**src/rtl/filt_ppi_seq_if.sv**
```systemverilog
// rtl/filt_ppi_seq_if.sv - Sample, coefficient and output bus of the time-shared polyphase interpolator
interface filt_ppi_seq_if #(
  parameter int gp_idata_width          = 8,
  parameter int gp_coeff_width          = 8,
  parameter int gp_interpolation_factor = 4,
  parameter int gp_taps_per_phase       = 3,
  parameter int gp_odata_width          = gp_idata_width + gp_coeff_width + $clog2(gp_taps_per_phase)
) ();
  localparam int NT = gp_interpolation_factor * gp_taps_per_phase;
  localparam int AW = (NT > 1) ? $clog2(NT) : 1;
  localparam int PW = (gp_interpolation_factor > 1) ? $clog2(gp_interpolation_factor) : 1;

  logic                      i_ena;
  logic                      i_coeff_we;
  logic [AW-1:0]             i_coeff_addr;
  logic [gp_coeff_width-1:0] i_coeff_data;
  logic [gp_idata_width-1:0] i_data;
  logic                      i_valid;
  logic                      o_ready;
  logic [gp_odata_width-1:0] o_data;
  logic                      o_valid;
  logic [PW-1:0]             o_phase;

  modport master (
    output i_ena, i_coeff_we, i_coeff_addr, i_coeff_data, i_data, i_valid,
    input  o_ready, o_data, o_valid, o_phase
  );

  modport slave (
    input  i_ena, i_coeff_we, i_coeff_addr, i_coeff_data, i_data, i_valid,
    output o_ready, o_data, o_valid, o_phase
  );
endinterface

```
**src/rtl/filt_ppi_seq.sv**
```systemverilog
// rtl/filt_ppi_seq.sv - Polyphase interpolator sharing one MAC across all L branches
// Each accepted sample runs T MAC cycles plus one DUMP cycle per branch.
module filt_ppi_seq #(
  parameter int gp_idata_width          = 8,
  parameter int gp_coeff_width          = 8,
  parameter int gp_interpolation_factor = 4,
  parameter int gp_taps_per_phase       = 3,
  parameter int gp_odata_width          = gp_idata_width + gp_coeff_width + $clog2(gp_taps_per_phase)
) (
  input logic           i_clk,
  input logic           i_rst,
  filt_ppi_seq_if.slave bus
);
  localparam int L  = gp_interpolation_factor;
  localparam int T  = gp_taps_per_phase;
  localparam int NT = L * T;
  localparam int AW = (NT > 1) ? $clog2(NT) : 1;
  localparam int PW = (L > 1) ? $clog2(L) : 1;
  localparam int KW = (T > 1) ? $clog2(T) : 1;
  localparam int MW = gp_idata_width + gp_coeff_width;
  localparam int OW = gp_odata_width;
  localparam logic [AW:0] NTAPS = (AW+1)'(NT);

  typedef enum logic [1:0] {S_IDLE, S_MAC, S_DUMP} state_t;

  state_t state, state_nxt;

  logic signed [gp_idata_width-1:0] dl [T];
  logic signed [gp_coeff_width-1:0] coeff [NT];
  logic signed [OW-1:0]             acc;
  logic signed [OW-1:0]             sum;
  logic signed [OW-1:0]             data_q;
  logic signed [MW-1:0]             prod;
  logic [KW-1:0]                    k;
  logic [PW-1:0]                    p;
  logic [PW-1:0]                    phase_q;
  logic [AW-1:0]                    tap_idx;
  logic                             last_tap;
  logic                             last_phase;
  logic                             accept;
  logic                             ready_c;
  logic                             valid_c;

  // Branch p uses prototype taps p, p+L, p+2L, ... against the delay line.
  assign tap_idx    = AW'(int'(k) * L + int'(p));
  assign prod       = coeff[tap_idx] * dl[k];
  assign sum        = acc + OW'(prod);
  assign last_tap   = (k == KW'(T - 1));
  assign last_phase = (p == PW'(L - 1));

  always_comb begin
    state_nxt = state;
    ready_c   = 1'b0;
    valid_c   = 1'b0;
    accept    = 1'b0;
    if (bus.i_ena) begin
      case (state)
        S_IDLE: begin
          ready_c = 1'b1;
          if (bus.i_valid) begin
            accept    = 1'b1;
            state_nxt = S_MAC;
          end
        end
        S_MAC: begin
          if (last_tap) state_nxt = S_DUMP;
        end
        S_DUMP: begin
          valid_c   = 1'b1;
          state_nxt = last_phase ? S_IDLE : S_MAC;
        end
        default: state_nxt = S_IDLE;
      endcase
    end
  end

  always_ff @(posedge i_clk) begin
    if (i_rst) state <= S_IDLE;
    else       state <= state_nxt;
  end

  always_ff @(posedge i_clk) begin
    if (i_rst) begin
      for (int j = 0; j < T; j++)  dl[j]    <= '0;
      for (int j = 0; j < NT; j++) coeff[j] <= '0;
      acc     <= '0;
      k       <= '0;
      p       <= '0;
      data_q  <= '0;
      phase_q <= '0;
    end else if (bus.i_ena) begin
      case (state)
        S_IDLE: begin
          if (bus.i_coeff_we && ({1'b0, bus.i_coeff_addr} < NTAPS))
            coeff[bus.i_coeff_addr] <= bus.i_coeff_data;
          if (accept) begin
            dl[0] <= bus.i_data;
            for (int j = 1; j < T; j++) dl[j] <= dl[j-1];
            acc <= '0;
            k   <= '0;
            p   <= '0;
          end
        end
        S_MAC: begin
          // The final tap goes straight to the output register so DUMP can present it.
          if (last_tap) begin
            data_q  <= sum;
            phase_q <= p;
          end else begin
            acc <= sum;
            k   <= k + 1'b1;
          end
        end
        S_DUMP: begin
          if (!last_phase) begin
            p   <= p + 1'b1;
            k   <= '0;
            acc <= '0;
          end
        end
        default: ;
      endcase
    end
  end

  assign bus.o_ready = ready_c;
  assign bus.o_valid = valid_c;
  assign bus.o_data  = data_q;
  assign bus.o_phase = phase_q;
endmodule

```
**src/flat_wrapper.sv**
```systemverilog
// flat-port wrapper written by rule: the top's interface ports become plain ports
module filt_ppi_seq_flat 
#(
  parameter int gp_idata_width          = 8,
  parameter int gp_coeff_width          = 8,
  parameter int gp_interpolation_factor = 4,
  parameter int gp_taps_per_phase       = 3,
  parameter int gp_odata_width          = gp_idata_width + gp_coeff_width + $clog2(gp_taps_per_phase)
)
  (i_clk, i_rst, bus_i_ena, bus_i_coeff_we, bus_i_coeff_addr, bus_i_coeff_data, bus_i_data, bus_i_valid, bus_o_ready, bus_o_data, bus_o_valid, bus_o_phase);
  filt_ppi_seq_if #(.gp_idata_width(gp_idata_width), .gp_coeff_width(gp_coeff_width), .gp_interpolation_factor(gp_interpolation_factor), .gp_taps_per_phase(gp_taps_per_phase), .gp_odata_width(gp_odata_width)) bus_i ();
  input logic i_clk;
  input logic i_rst;
  input wire logic [$bits(bus_i.i_ena)-1:0] bus_i_ena;
  input wire logic [$bits(bus_i.i_coeff_we)-1:0] bus_i_coeff_we;
  input wire logic [$bits(bus_i.i_coeff_addr)-1:0] bus_i_coeff_addr;
  input wire logic [$bits(bus_i.i_coeff_data)-1:0] bus_i_coeff_data;
  input wire logic [$bits(bus_i.i_data)-1:0] bus_i_data;
  input wire logic [$bits(bus_i.i_valid)-1:0] bus_i_valid;
  output wire logic [$bits(bus_i.o_ready)-1:0] bus_o_ready;
  output wire logic [$bits(bus_i.o_data)-1:0] bus_o_data;
  output wire logic [$bits(bus_i.o_valid)-1:0] bus_o_valid;
  output wire logic [$bits(bus_i.o_phase)-1:0] bus_o_phase;
  assign bus_i.i_ena = bus_i_ena;
  assign bus_i.i_coeff_we = bus_i_coeff_we;
  assign bus_i.i_coeff_addr = bus_i_coeff_addr;
  assign bus_i.i_coeff_data = bus_i_coeff_data;
  assign bus_i.i_data = bus_i_data;
  assign bus_i.i_valid = bus_i_valid;
  assign bus_o_ready = bus_i.o_ready;
  assign bus_o_data = bus_i.o_data;
  assign bus_o_valid = bus_i.o_valid;
  assign bus_o_phase = bus_i.o_phase;
  filt_ppi_seq #(.gp_idata_width(gp_idata_width), .gp_coeff_width(gp_coeff_width), .gp_interpolation_factor(gp_interpolation_factor), .gp_taps_per_phase(gp_taps_per_phase), .gp_odata_width(gp_odata_width)) u_core (.i_clk(i_clk), .i_rst(i_rst), .bus(bus_i));
endmodule
```
**config.mk**
```make
export PLATFORM = sky130hd
export DESIGN_NAME = filt_ppi_seq_flat
export DESIGN_NICKNAME = d
export VERILOG_FILES = /design/src/rtl/filt_ppi_seq_if.sv /design/src/rtl/filt_ppi_seq.sv /design/src/flat_wrapper.sv
export SDC_FILE = /design/constraint.sdc
export NUM_CORES = 1
export LEC_CHECK = 0
export ABC_AREA = 1
export CAP_MARGIN = 20
export CORE_ASPECT_RATIO = 1.75
export CORE_UTILIZATION = 50
export DETAILED_ROUTE_END_ITERATION = 12
export GPL_ROUTABILITY_DRIVEN = 0
export PLACE_DENSITY = 0.68
export SYNTH_ARGS = -nofsm -noshare
export SYNTH_HDL_FRONTEND = slang
export SYNTH_SLANG_ARGS = --single-unit
```
**constraint.sdc**
```tcl
create_clock -name i_clk -period 15.2 [get_ports i_clk]
set_input_delay 1.52 -clock i_clk [delete_from_list [all_inputs] [get_ports i_clk]]
set_output_delay 1.52 -clock i_clk [all_outputs]
set_load 0.01 [all_outputs]
```
==> metrics.cfg, run 1 <==
[timing]
slew_violations = 0
rsz0062_at_grt = no
finClkSkew_ns = 0.0131
max_freq_mhz = 154
max-slew-margin-rel_pct = 24.2
hold_viol = 0
tns_ns = 0
period_share_pct = 42.7
layout_min_cycle_time_ns = 6.49
setup_viol = 0
worstMarginPinSlew_ns = 1.13

[worst_setup_path]
r2r_end = u_core.acc[17]$_SDFFE_PP0P_
worst_setup_path_startpoint = u_core.k[0]$_SDFFE_PP0P_
start_kind = flip-flop
critPathCapture = u_core.acc[17]$_SDFFE_PP0P_
worst-r2r-cell-count = 20
cp-end-kind = flip-flop
critical_path_class = reg -> reg
reg2reg_from = u_core.k[0]$_SDFFE_PP0P_
crit_path_max_fanout = 19
cp.arrival_ns = 6.89
required_ns = 15.60
reg2reg_slack_ns = 8.71

[logic_synthesis]
synth_fa_ha_area_share_pct = 18.3
syn_inst = 1252
syn_area_sq_mm = 0.0118
synth_common_cells = nor2_1, inv_1, nand2_1, edfxtp_1, o21ai_0
synth_edf_count = 152
synth_compound_area_share_pct = 9.35
synth_cell_types = 34
yosysMostFrequentCell = nor2_1
synth_top_family_by_area = adder cells
synth_area_leaders = edfxtp_1, fa_1, nor2_1
ys_seq_elements = 198
async_flop_share_pct = 0
ys.flop_type = edfxtp_1
synth.avg_cell_area_sq_um = 9.41
yosys.area.top_type = edfxtp_1
synth-simple-area-share_pct = 17.6
synth_top_area_share_pct = 38.7
muxShareOfSynthArea_pct = 0
yosysSeqAreaShare_pct = 46.6
ys_warn_count = 0
synth_xor_area_share_pct = 0.446

[pwr]
power_frac_comb_pct = 47.8
clockPowerShare_pct = 22.2
total_leakage_power_nw = 5.92
intPower_mw = 1.22
p_sw_share_pct = 42.0
seqPwrFrac_pct = 30.0
powerDensity_mw_per_mm2 = 159
p_switching_mw = 0.882
max-vdd-ir-drop_mv = 0.0986

[finish]
fillers = 2079
final_util_pct = 56.8
fin_nets = 1457
diodes = 0
area_delta_synth_final_pct = 12.1
drive_gt1_share_pct = 4.77

[clocking]
postCtsSetupBuffers = 0
cts_buffers = 17
cts_tree = done
cts_sinks = 198
cts_buffer_depth = 2
htreeDepth = 4
clk_pin_slew_ns = 0.08
cts-root-buf = clkbuf_16
hold_buffers = 0
clock_latency_ns = 0.47
cts-resized-gates = 0

[floorplanning]
num_rows = 74
dieArea_sq_mm = 0.0242
die-height_microns = 205
coreArea_sq_mm = 0.0232
die_w_microns = 118
pin_count = 47
start_util_pct = 50.7

[grt]
overflow = 0
grt_max_degree = 66
grt_pass1_wl_mm = 45.7
grt_use_total_pct = 25.3
grt_pass1_vias = 8777
antenna_found_initial = 0

[drt]
avgViaCountPerCell = 5.34
drc = 0
vias = 8684
drt-initial-drc-count = 510
postRouteAntennaNets = 0
dr.pass1.iters = 6
drt-total-wl_mm = 28.7
wl_per_cell_microns = 17.7

[hold_path]
holdCritPathClass = reg -> reg

[place]
port_buffers = 46
dp_hpwl_mm = 21.2

[outcome]
outcome = completed

[job]
maxCapViolCount = 0

[critical path: stages, from the launching register on]
cell and delay (ns):
dfxtp_1 0.31, buf_4 0.25, clkinv_1 0.58, o211ai_1 0.30
nand3_1 0.15, nand2_1 0.22, inv_1 0.10, nor2_1 0.77
fa_1 0.58, fa_1 0.52, fa_1 0.58, fa_1 0.42
ha_1 0.30, ha_1 0.34, a21oi_1 0.23, nand3_1 0.18
nand2_1 0.10, nand2_1 0.10, nand3_1 0.13, nand3_1 0.08
a21oi_1 0.16
[placed cells by master, fill, tap and decap left out, types with 2 or more instances in the layout]
cell type / instances
a211oi_1: 2
a21oi_1: 40
and2_1: 3
buf_4: 9
clkbuf_16: 17
clkdlybuf4s50_1: 46
clkinv_1: 3
clkinv_8: 2
clkinvlp_4: 2
conb_1: 32
dfxtp_1: 45
edfxtp_1: 152
fa_1: 80
ha_1: 44
inv_1: 187
inv_6: 6
inv_8: 3
nand2_1: 156
nand2_4: 12
nand3_1: 32
nand4_1: 3
nor2_1: 282
nor2_2: 2
nor3_4: 3
o211ai_1: 16
o21ai_0: 93
o21ai_1: 3
o21bai_1: 2
o221ai_1: 25
o22ai_1: 4
xor2_1: 5
[metal layers]
metal | vias up | share of wire, % | GRT usage, %
met1 | 4238 | 35 | 26.3
met5 | - | 0 | 0
met4 | 0 | 4.9 | 14.8
li1 | 4130 | - | -
met2 | 239 | 56 | 48.1
met3 | 77 | 3.5 | 3.23
[power groups by stage]
stage	registers [mW]	clock network, mW	logic, mW
finish	0.631	0.467	1.00
global placement	0.643	0	0.980
detailed placement	0.644	0	0.999
CTS	0.632	0.473	1.01
global route	0.634	0.491	1.15
floorplan	0.636	0	0.759
[state kept, by name, summed over array words and instances, names as in the netlist, named ones only]
register	cells
u_core.acc	18
u_core.bus.o_phase	2
u_core.bus.o_data	18
u_core.k	2
u_core.dl	24
u_core.state	2
u_core.coeff	128
u_core.p	2
[final cells by class]
class | instances | area (sq um) | area share [%]
clock buffer | 17 | 425 | 3.22
sequential | 198 | 5490 | 41.5
multi-input combinational | 845 | 5500 | 41.6
tap | 304 | 380 | 2.88
clock inverter | 15 | 173 | 1.31
inverter | 191 | 717 | 5.43
timing repair buffer | 55 | 528 | 4.00
[how the worst min path moves through the flow]
stage / slack (ns) / cells after the start / start / end
after floorplan: 0.44 / 2 / u_core.acc[1]$_SDFFE_PP0P_ / u_core.acc[1]$_SDFFE_PP0P_
after global placement: 0.45 / 2 / u_core.acc[1]$_SDFFE_PP0P_ / u_core.acc[1]$_SDFFE_PP0P_
after detailed placement: 0.46 / 2 / u_core.acc[4]$_SDFFE_PP0P_ / u_core.acc[4]$_SDFFE_PP0P_
after CTS: 0.47 / 2 / u_core.acc[4]$_SDFFE_PP0P_ / u_core.acc[4]$_SDFFE_PP0P_
after global routing: 0.49 / 2 / u_core.acc[6]$_SDFFE_PP0P_ / u_core.acc[6]$_SDFFE_PP0P_
final: 0.47 / 2 / u_core.acc[1]$_SDFFE_PP0P_ / u_core.acc[1]$_SDFFE_PP0P_
[cell families after synthesis]
logic type,after synthesis
flip-flops,198
AND/OR/NAND/NOR,497
AO/OA/AOI/OAI,186
other,1
XOR/XNOR,6
buffers and inverters,240
adder cells (fa/ha/maj),124
[through the flow]
step	cell area, sq um	hold WS (ns)	std cells	worst slack, ns	total power [mW]
2_1_floorplan	11900	0.440	1283	9.37	1.40
6_report	13200	0.465	1625	8.71	2.10
3_3_place_gp	12600	0.452	1593	8.82	1.62
4_1_cts	13200	0.468	1625	8.73	2.11
5_1_grt	13200	0.490	1625	8.20	2.27
3_5_place_dp	12600	0.457	1593	8.74	1.64
(Power assumes the default switching activity.)
==> run 2, diff against run 1 <==
PLACE_DENSITY = 0.7   (was 0.68)
clock period = 5.65 ns   (was 15.2 ns; I/O delays follow)
==> metrics.cfg, run 2 (synthesis results as in run 1) <==
[clocking]
hold_buffers = 0  ; unchanged
cts_buffer_depth = 2  ; unchanged
htreeDepth = 4  ; unchanged
clk_pin_slew_ns = 0.07  ; about the same
cts_buffers = 17  ; unchanged
clock_latency_ns = 0.45  ; -0.02 ns
cts_sinks = 198  ; unchanged
cts_tree = done
cts-root-buf = clkbuf_16

[timing]
setup_ws_ns = 0.234  ; -8.47 ns
period_share_pct = 95.9  ; +53 points
setup_viol = 0  ; unchanged
tns_ns = 0  ; unchanged
worst_hold_slack_ns = 0.466  ; +0.00118 ns
max-slew-margin-rel_pct = 26.7  ; +2.6 points
rsz0062_at_grt = yes
worstMarginPinSlew_ns = 1.10  ; -0.0364 ns
hold_viol = 0  ; unchanged
max_freq_mhz = 185  ; +20%
finClkSkew_ns = 0.00912  ; -0.00395 ns
layout_min_cycle_time_ns = 5.42  ; -1.08 ns
slew_violations = 0  ; unchanged

[hold_path]
holdCritPathClass = reg -> reg

[drt]
drt-total-wl_mm = 29.9  ; +4.1%
vias = 8928  ; +2.8%
avgViaCountPerCell = 5.36  ; +0.22%
postRouteAntennaNets = 0  ; unchanged
wl_per_cell_microns = 17.9  ; +1.5%
drc = 0  ; unchanged
drt-initial-drc-count = 474  ; -7.1%
dr.pass1.iters = 5  ; -1

[floorplanning]
die-height_microns = 205  ; unchanged
coreArea_sq_mm = 0.0232  ; unchanged
start_util_pct = 50.7  ; unchanged
die_w_microns = 118  ; unchanged
dieArea_sq_mm = 0.0242  ; unchanged
pin_count = 47  ; unchanged
num_rows = 74  ; unchanged

[finish]
drive_gt1_share_pct = 9.98  ; +5.2 points
area_delta_synth_final_pct = 16.6
regMostFlops = u_core.coeff
final_common_cell = nor2_1
top_regs = u_core.coeff x128, u_core.dl x24
instances_no_fill = 1667  ; +2.6%
fin_area_sq_mm = 0.0137  ; +4.0%
diodes = 0  ; unchanged
largest_register_ffs = 128  ; unchanged
final_util_pct = 59.1  ; +2.3 points
fin_nets = 1500  ; +3.0%
final_cell_mix = nor2_1, inv_1, edfxtp_1, nand2_1, o21ai_0
fillers = 1991  ; -4.2%

[place]
dp_cells = 1632  ; +2.4%
dp_hpwl_mm = 21.7  ; +2.4%
dpl-instance-area_sq_mm = 0.0130  ; +2.8%
place_ws_ns = -0.0500  ; -8.79 ns
port_buffers = 46  ; unchanged

[job]
maxCapViolCount = 0  ; unchanged

[worst_setup_path]
critical_path_class = reg -> reg
crit_path_max_fanout = 9  ; -10
cp.arrival_ns = 5.80  ; -1.09 ns
start_kind = flip-flop
cp-end-kind = flip-flop
slowest_delay_ns = 0.55  ; -0.22 ns
required_ns = 6.03  ; -9.57 ns
cpMaxStageDelayCell = fa_1

[pwr]
total_leakage_power_nw = 6.14  ; +3.7%
powerDensity_mw_per_mm2 = 462  ; +190%
p_total_mw = 6.34  ; +200%
max-vdd-ir-drop_mv = 0.352  ; +260%

[outcome]
outcome = completed

[grt]
overflow = 0  ; unchanged
grt_pass1_vias = 9171  ; +4.5%
grt_pass1_wl_mm = 47.0  ; +2.8%
grt_max_degree = 37  ; -44%
antenna_found_initial = 0  ; unchanged
grt_use_total_pct = 25.8  ; +0.54 points

[run 2: cell count changes in the layout (fill, tap and decap cells not counted), moves of 6 or more]
cell and delta:
o21ai_0 -7, buf_4 +33, o21ai_1 +6, ha_1 -6, ha_4 +6, nand2_2 +7, nand2_1 -7
[run 2: path summary, 6_finish.rpt]
kind	slack, ns	startpoint	cells past startpoint	endpoint
worst min register to register	0.47	u_core.acc[4]$_SDFFE_PP0P_	2	u_core.acc[4]$_SDFFE_PP0P_
worst max register to register	0.23	u_core.p[0]$_SDFFE_PP0P_	28	u_core.acc[16]$_SDFFE_PP0P_
worst max-delay path	0.23	u_core.p[0]$_SDFFE_PP0P_	28	u_core.acc[16]$_SDFFE_PP0P_
worst min-delay path	0.47	u_core.acc[4]$_SDFFE_PP0P_	2	u_core.acc[4]$_SDFFE_PP0P_
[run 2: cell type report]
type / instances / area (sq um) / area share, %
tap: 304 / 380 / 2.77
sequential: 198 / 5490 / 40.0
inverter: 191 / 726 / 5.28
timing repair buffer: 98 / 967 / 7.04
multi-input combinational: 845 / 5650 / 41.2
clock inverter: 11 / 77.6 / 0.565
clock buffer: 20 / 437 / 3.18
[run 2: where the power goes]
group | total (mW) | switching (mW) | internal, mW | leakage [nW]
logic | 3.54 | 1.99 | 1.55 | 3.99
clock network | 1.11 | 0.548 | 0.561 | 0.240
registers | 1.70 | 0.0458 | 1.65 | 1.91
total | 6.34 | 2.58 | 3.76 | 6.14
[run 2: what timing repair did]
| item | 4_1_cts | 5_1_grt |
|---|---|---|
| cloned | 0 | 2 |
| endpoints found under the setup margin | 5 | 20 |
| pin swaps | 0 | 3 |
| buffers inserted | 0 | 1 |
| gates resized for setup | 1 | 48 |
[run 2: critical path, delay by kind of cell (launching register included)]
kind	cells	cell delay (ns)
simple gates	10	0.83
buf+inv	9	1.06
compound gates	3	0.45
flops	1	0.40
fa+ha+maj	6	2.57
[run 2: routing by layer]
metal | vias up | global-route usage [%] | wire length [microns]
met1 | 4349 | 26.9 | 10300
met3 | 88 | 4.43 | 1340
li1 | 4211 | - | -
met2 | 280 | 47.9 | 16500
met5 | - | 0 | 0
met4 | 0 | 15.9 | 1720
==> variant 1 (config.mk and constraints of run 1) <==
`gp_idata_width` is set to 8 in 3 places; all go to 12.
--- a/src/rtl/filt_ppi_seq_if.sv
+++ b/src/rtl/filt_ppi_seq_if.sv
@@ -1,5 +1,5 @@
 // rtl/filt_ppi_seq_if.sv - Sample, coefficient and output bus of the time-shared polyphase interpolator
 interface filt_ppi_seq_if #(
-  parameter int gp_idata_width          = 8,
+  parameter int gp_idata_width          = 12,
   parameter int gp_coeff_width          = 8,
   parameter int gp_interpolation_factor = 4,
--- a/src/rtl/filt_ppi_seq.sv
+++ b/src/rtl/filt_ppi_seq.sv
@@ -2,5 +2,5 @@
 // Each accepted sample runs T MAC cycles plus one DUMP cycle per branch.
 module filt_ppi_seq #(
-  parameter int gp_idata_width          = 8,
+  parameter int gp_idata_width          = 12,
   parameter int gp_coeff_width          = 8,
   parameter int gp_interpolation_factor = 4,
--- a/src/flat_wrapper.sv
+++ b/src/flat_wrapper.sv
@@ -2,5 +2,5 @@
 module filt_ppi_seq_flat 
 #(
-  parameter int gp_idata_width          = 8,
+  parameter int gp_idata_width          = 12,
   parameter int gp_coeff_width          = 8,
   parameter int gp_interpolation_factor = 4,
Ports: changed (resized bus_i_data and bus_o_data); port bits go from 47 to 55. No check against the original RTL was run, so the function may have changed too.
==> variant 1 against run 1 <==
Global-route usage is 0.35 points lower; setup slack worse by 0.41 ns; total power is 39% higher; sequential cell count is 20 higher; wire length is 18% higher; largest cell class unchanged; first-iteration DRC count is 49% higher; clock power is 16% higher; area after synthesis is 17% higher; count of clock-buffer cells in the layout is 6 higher; utilization is 0.28 points lower; largest power group unchanged; sequential share of layout area is 2.5 points lower; cell area is 17% higher; fmax is 6.0% lower.
==> variant 1: results <==
set metrics [dict create \
    status "completed" \
    portBuffers 54 \
    insertion_delay_ns 0.52 \
    fin_worst_skew_ns 0.02898 \
    r2r_cells 25 \
    netlist_top_cells_count "nor2_1 (289), inv_1 (216), nand2_1 (206), edfxtp_1 (164), fa_1 (108)" \
    crit_fanout 46 \
    cts_buffers 21 \
    r2r_start "u_core.p[0]$_SDFFE_PP0P_" \
    grt_max_degree 68 \
    finalCritPeriodShare_pct 45.43 \
    drt_first_iter_violations 760 \
    cp.arrival_ns 7.37 \
    finalNetCount 1713 \
    synthAdderAreaFrac_pct 20.39 \
    dp.cells 1870 \
    synthToLayoutAreaGrowth_pct 11.58 \
    synth_edf_count 164 \
    wire_per_inst_um 17.83 \
    endpoint "u_core.bus.o_data[13]$_SDFFE_PP0P_" \
    yosysUniqueCellTypes 43 \
    synthMuxAreaShare_pct 1.451 \
    synth_xor_area_share_pct 0.3809 \
    grt_use_met2_pct 46.01 \
    dp_slack_ns 8.375 \
    tightest_slew_ns 0.9951 \
    grtUsageTotal_pct 24.92 \
    synth_compound_area_share_pct 9.006 \
    grt_pass1_vias 10262 \
    hold_end "u_core.bus.o_data[5]$_SDFFE_PP0P_" \
    drt-met1-wl_mm 11.55 \
    use_met3_pct 1.906 \
    min_from "u_core.bus.o_data[5]$_SDFFE_PP0P_" \
    syn_area_per_cell_um2 9.398 \
    vias_per_cell 5.318 \
    wl_met2_mm 18.53 \
    synth_area_leaders "edfxtp_1 (36%), fa_1 (16%), nor2_1 (7.9%)" \
    drive_above_1_share_pct 4.811 \
    max-vdd-ir-drop_mv 0.1352 \
    hold_slack_ns 0.4677 \
    r2r_slack_ns 8.30 \
    post-dp-hpwl_mm 25.62 \
    grtUsageMet1_pct 26.01 \
]
[variant 1: worst register-to-register path, delay by kind of cell (launching register included)]
| family | cells | cell delay [ns] |
|---|---|---|
| compound gates | 6 | 0.82 |
| fa+ha+maj | 6 | 2.70 |
| buf+inv | 5 | 1.02 |
| flops | 1 | 0.49 |
| simple gates | 8 | 1.82 |
[variant 1: power by group]
part           switching (mW)  leakage (nW)  internal [mW]
Clock                   0.233         0.322          0.307
Sequential             0.0234          2.12          0.677
Combinational            1.07          4.44          0.608
Total                    1.32          6.88           1.59
[variant 1: kinds of logic after synthesis]
family / count (synthesis)
adder cells (fa/ha/maj): 160
AO/OA/AOI/OAI: 207
buffers and inverters: 289
AND/OR/NAND/NOR: 567
flip-flops: 218
multiplexers: 20
XOR/XNOR: 6
other: 1
[variant 1: cell type report]
type	count	area share [%]
multi-input cells	992	43.97
flip-flops and latches	218	39.03
inverters	229	5.584
repair buffers	62	3.901
clock buffers	23	3.463
well taps	369	2.999
clock inverters	14	1.049
==> variant 2 (settings of run 1) <==
Made on the original files. The 3 states of `state_t` get a one-hot encoding in 3 bits.
--- a/src/rtl/filt_ppi_seq.sv
+++ b/src/rtl/filt_ppi_seq.sv
@@ -22,5 +22,5 @@
   localparam logic [AW:0] NTAPS = (AW+1)'(NT);
 
-  typedef enum logic [1:0] {S_IDLE, S_MAC, S_DUMP} state_t;
+  typedef enum logic [2:0] {S_IDLE = 3'b001, S_MAC = 3'b010, S_DUMP = 3'b100} state_t;
 
   state_t state, state_nxt;
Check against the original RTL: same outputs for any inputs over 4 cycles, from zero or initial values and one cycle with i_rst high; so few cycles prove little.
==> variant 2 against run 1 <==
Sequential cell count increased by 1; critical path depth increased by 1; clock skew down 0.0030 ns; area after synthesis is 0.17% lower; total power decreased by 8.3%; die area decreased by 0.17%; non-clock buffer count down 2; first-iteration DRC count fell by 12%; clock power is 6.4% higher; cell area unchanged; wire length decreased by 1.2%; sequential share of layout area grew 0.15 points; utilization rose by 0.78 points; setup slack got worse by 0.64 ns; highest routed layer unchanged.
==> variant 2: results <==
set metrics [dict create \
    status "completed" \
    hold_slack_ns 0.4684 \
    drt_first_iter_violations 448 \
    hold_path_class "reg2reg" \
    r2r_start "u_core.p[0]$_SDFFE_PP0P_" \
    grt_pass1_wl_mm 44.86 \
    max_stage_delay_ns 0.85 \
    synth_area_leaders "edfxtp_1 (39%), fa_1 (14%), nor2_1 (8.6%)" \
    crit_fanout 67 \
    max_freq_mhz 140.2 \
    leakagePower_nw 5.881 \
    fillCellCount 2002 \
    ys_seq_area_share_pct 46.81 \
    grt_max_degree 68 \
    dp_slack_ns 8.231 \
    ys.flop_type "edfxtp_1" \
    cp.arrival_ns 7.52 \
    vias 8584 \
    reg.largest.list "u_core.coeff (128), u_core.dl (24)" \
    postPlaceCellArea_um2 12570 \
    clk_pin_slew_ns 0.07 \
    grtUsageTotal_pct 25.00 \
    async_reset_ff_share_pct 0 \
    switchingPower_mw 0.7455 \
    netlist_top_cells_count "nor2_1 (269), inv_1 (186), nand2_1 (157), edfxtp_1 (152), o21ai_0 (95)" \
    cts_buffer_depth 2 \
    max-vdd-ir-drop_mv 0.08063 \
    tightest_slew_ns 1.048 \
    r2r-end "u_core.acc[12]$_SDFFE_PP0P_" \
    drive_above_1_share_pct 5.015 \
    synth_edf_count 152 \
    finalNonFillerCells 1616 \
    finalNetCount 1453 \
    cp_slowest_cell "inv_2" \
    first_pass_iters 7 \
    portBuffers 46 \
    wire_per_inst_um 17.55 \
    grt_pass1_vias 8769 \
    cts_root_buffer "clkbuf_16" \
    r2r_slack_ns 8.07 \
    ys_warn_count 0 \
    synth_cells 1251 \
    post-dp-hpwl_mm 21.01 \
    fin_worst_skew_ns 0.01002 \
    r2r_cells 21 \
]
[variant 2: cell types whose count changed in the layout (fill, tap and decap cells not counted), moves of 6 or more]
cell,run 1,this run
nor2_1,282,269
nand2_2,0,12
nand2_4,12,0
nand3_1,32,25
inv_2,1,7
o21bai_1,2,8
[variant 2: worst max path at each step]
stage,start,to
after CTS,u_core.p[0]$_SDFFE_PP0P_,u_core.acc[12]$_SDFFE_PP0P_
after floorplan,u_core.p[0]$_SDFFE_PP0P_,u_core.acc[11]$_SDFFE_PP0P_
final,u_core.p[0]$_SDFFE_PP0P_,u_core.acc[12]$_SDFFE_PP0P_
after detailed placement,u_core.p[0]$_SDFFE_PP0P_,u_core.bus.o_data[14]$_SDFFE_PP0P_
after global placement,u_core.p[0]$_SDFFE_PP0P_,u_core.bus.o_data[14]$_SDFFE_PP0P_
after global routing,u_core.p[0]$_SDFFE_PP0P_,u_core.bus.o_data[14]$_SDFFE_PP0P_
[variant 2: per-layer routing]
| metal | GRT usage (%) | vias up | routed length (um) |
|---|---|---|---|
| li1 | - | 4114 | - |
| met1 | 23.89 | 4155 | 9559 |
| met2 | 48.47 | 231 | 16050 |
| met3 | 3.814 | 84 | 1022 |
| met4 | 16.94 | 0 | 1725 |
| met5 | 0 | - | 0 |
[variant 2: cells by family (layout without fill, tap and decap cells)]
group,count (synthesis),count (layout),share of synthesized area (%)
AND/OR/NAND/NOR,479,479,16.50
flip-flops,199,199,46.81
other,1,32,0.03188
AO/OA/AOI/OAI,196,196,9.862
adder cells (fa/ha/maj),124,124,18.30
XOR/XNOR,8,8,0.5958
buffers and inverters,244,278,7.904
[variant 2: power by group through the flow]
stage | sequential [mW] | combinational [mW] | clock (mW)
detailed placement | 0.630 | 0.809 | 0
finish | 0.617 | 0.813 | 0.497
global placement | 0.629 | 0.789 | 0
floorplan | 0.626 | 0.602 | 0
CTS | 0.617 | 0.817 | 0.505
global route | 0.619 | 0.930 | 0.524
[variant 2: cell type report]
| cell class | count | area [um^2] | share of cell area (%) |
|---|---|---|---|
| Timing Repair Buffer | 53 | 513.0 | 3.885 |
| Clock buffer | 17 | 425.4 | 3.222 |
| Tap cell | 300 | 375.4 | 2.843 |
| Multi-Input combinational cell | 839 | 5443 | 41.22 |
| Clock inverter | 14 | 214.0 | 1.620 |
| Inverter | 194 | 728.2 | 5.514 |
| Sequential cell | 199 | 5507 | 41.70 |
[variant 2: worst reg2reg max path, delay by kind of cell (launching register included)]
| family | cells | cell delay [ns] |
|---|---|---|
| flops | 1 | 0.31 |
| compound gates | 5 | 1.18 |
| xor+xnor | 1 | 0.20 |
| buf+inv | 4 | 1.38 |
| simple gates | 5 | 1.22 |
| fa+ha+maj | 6 | 2.77 |
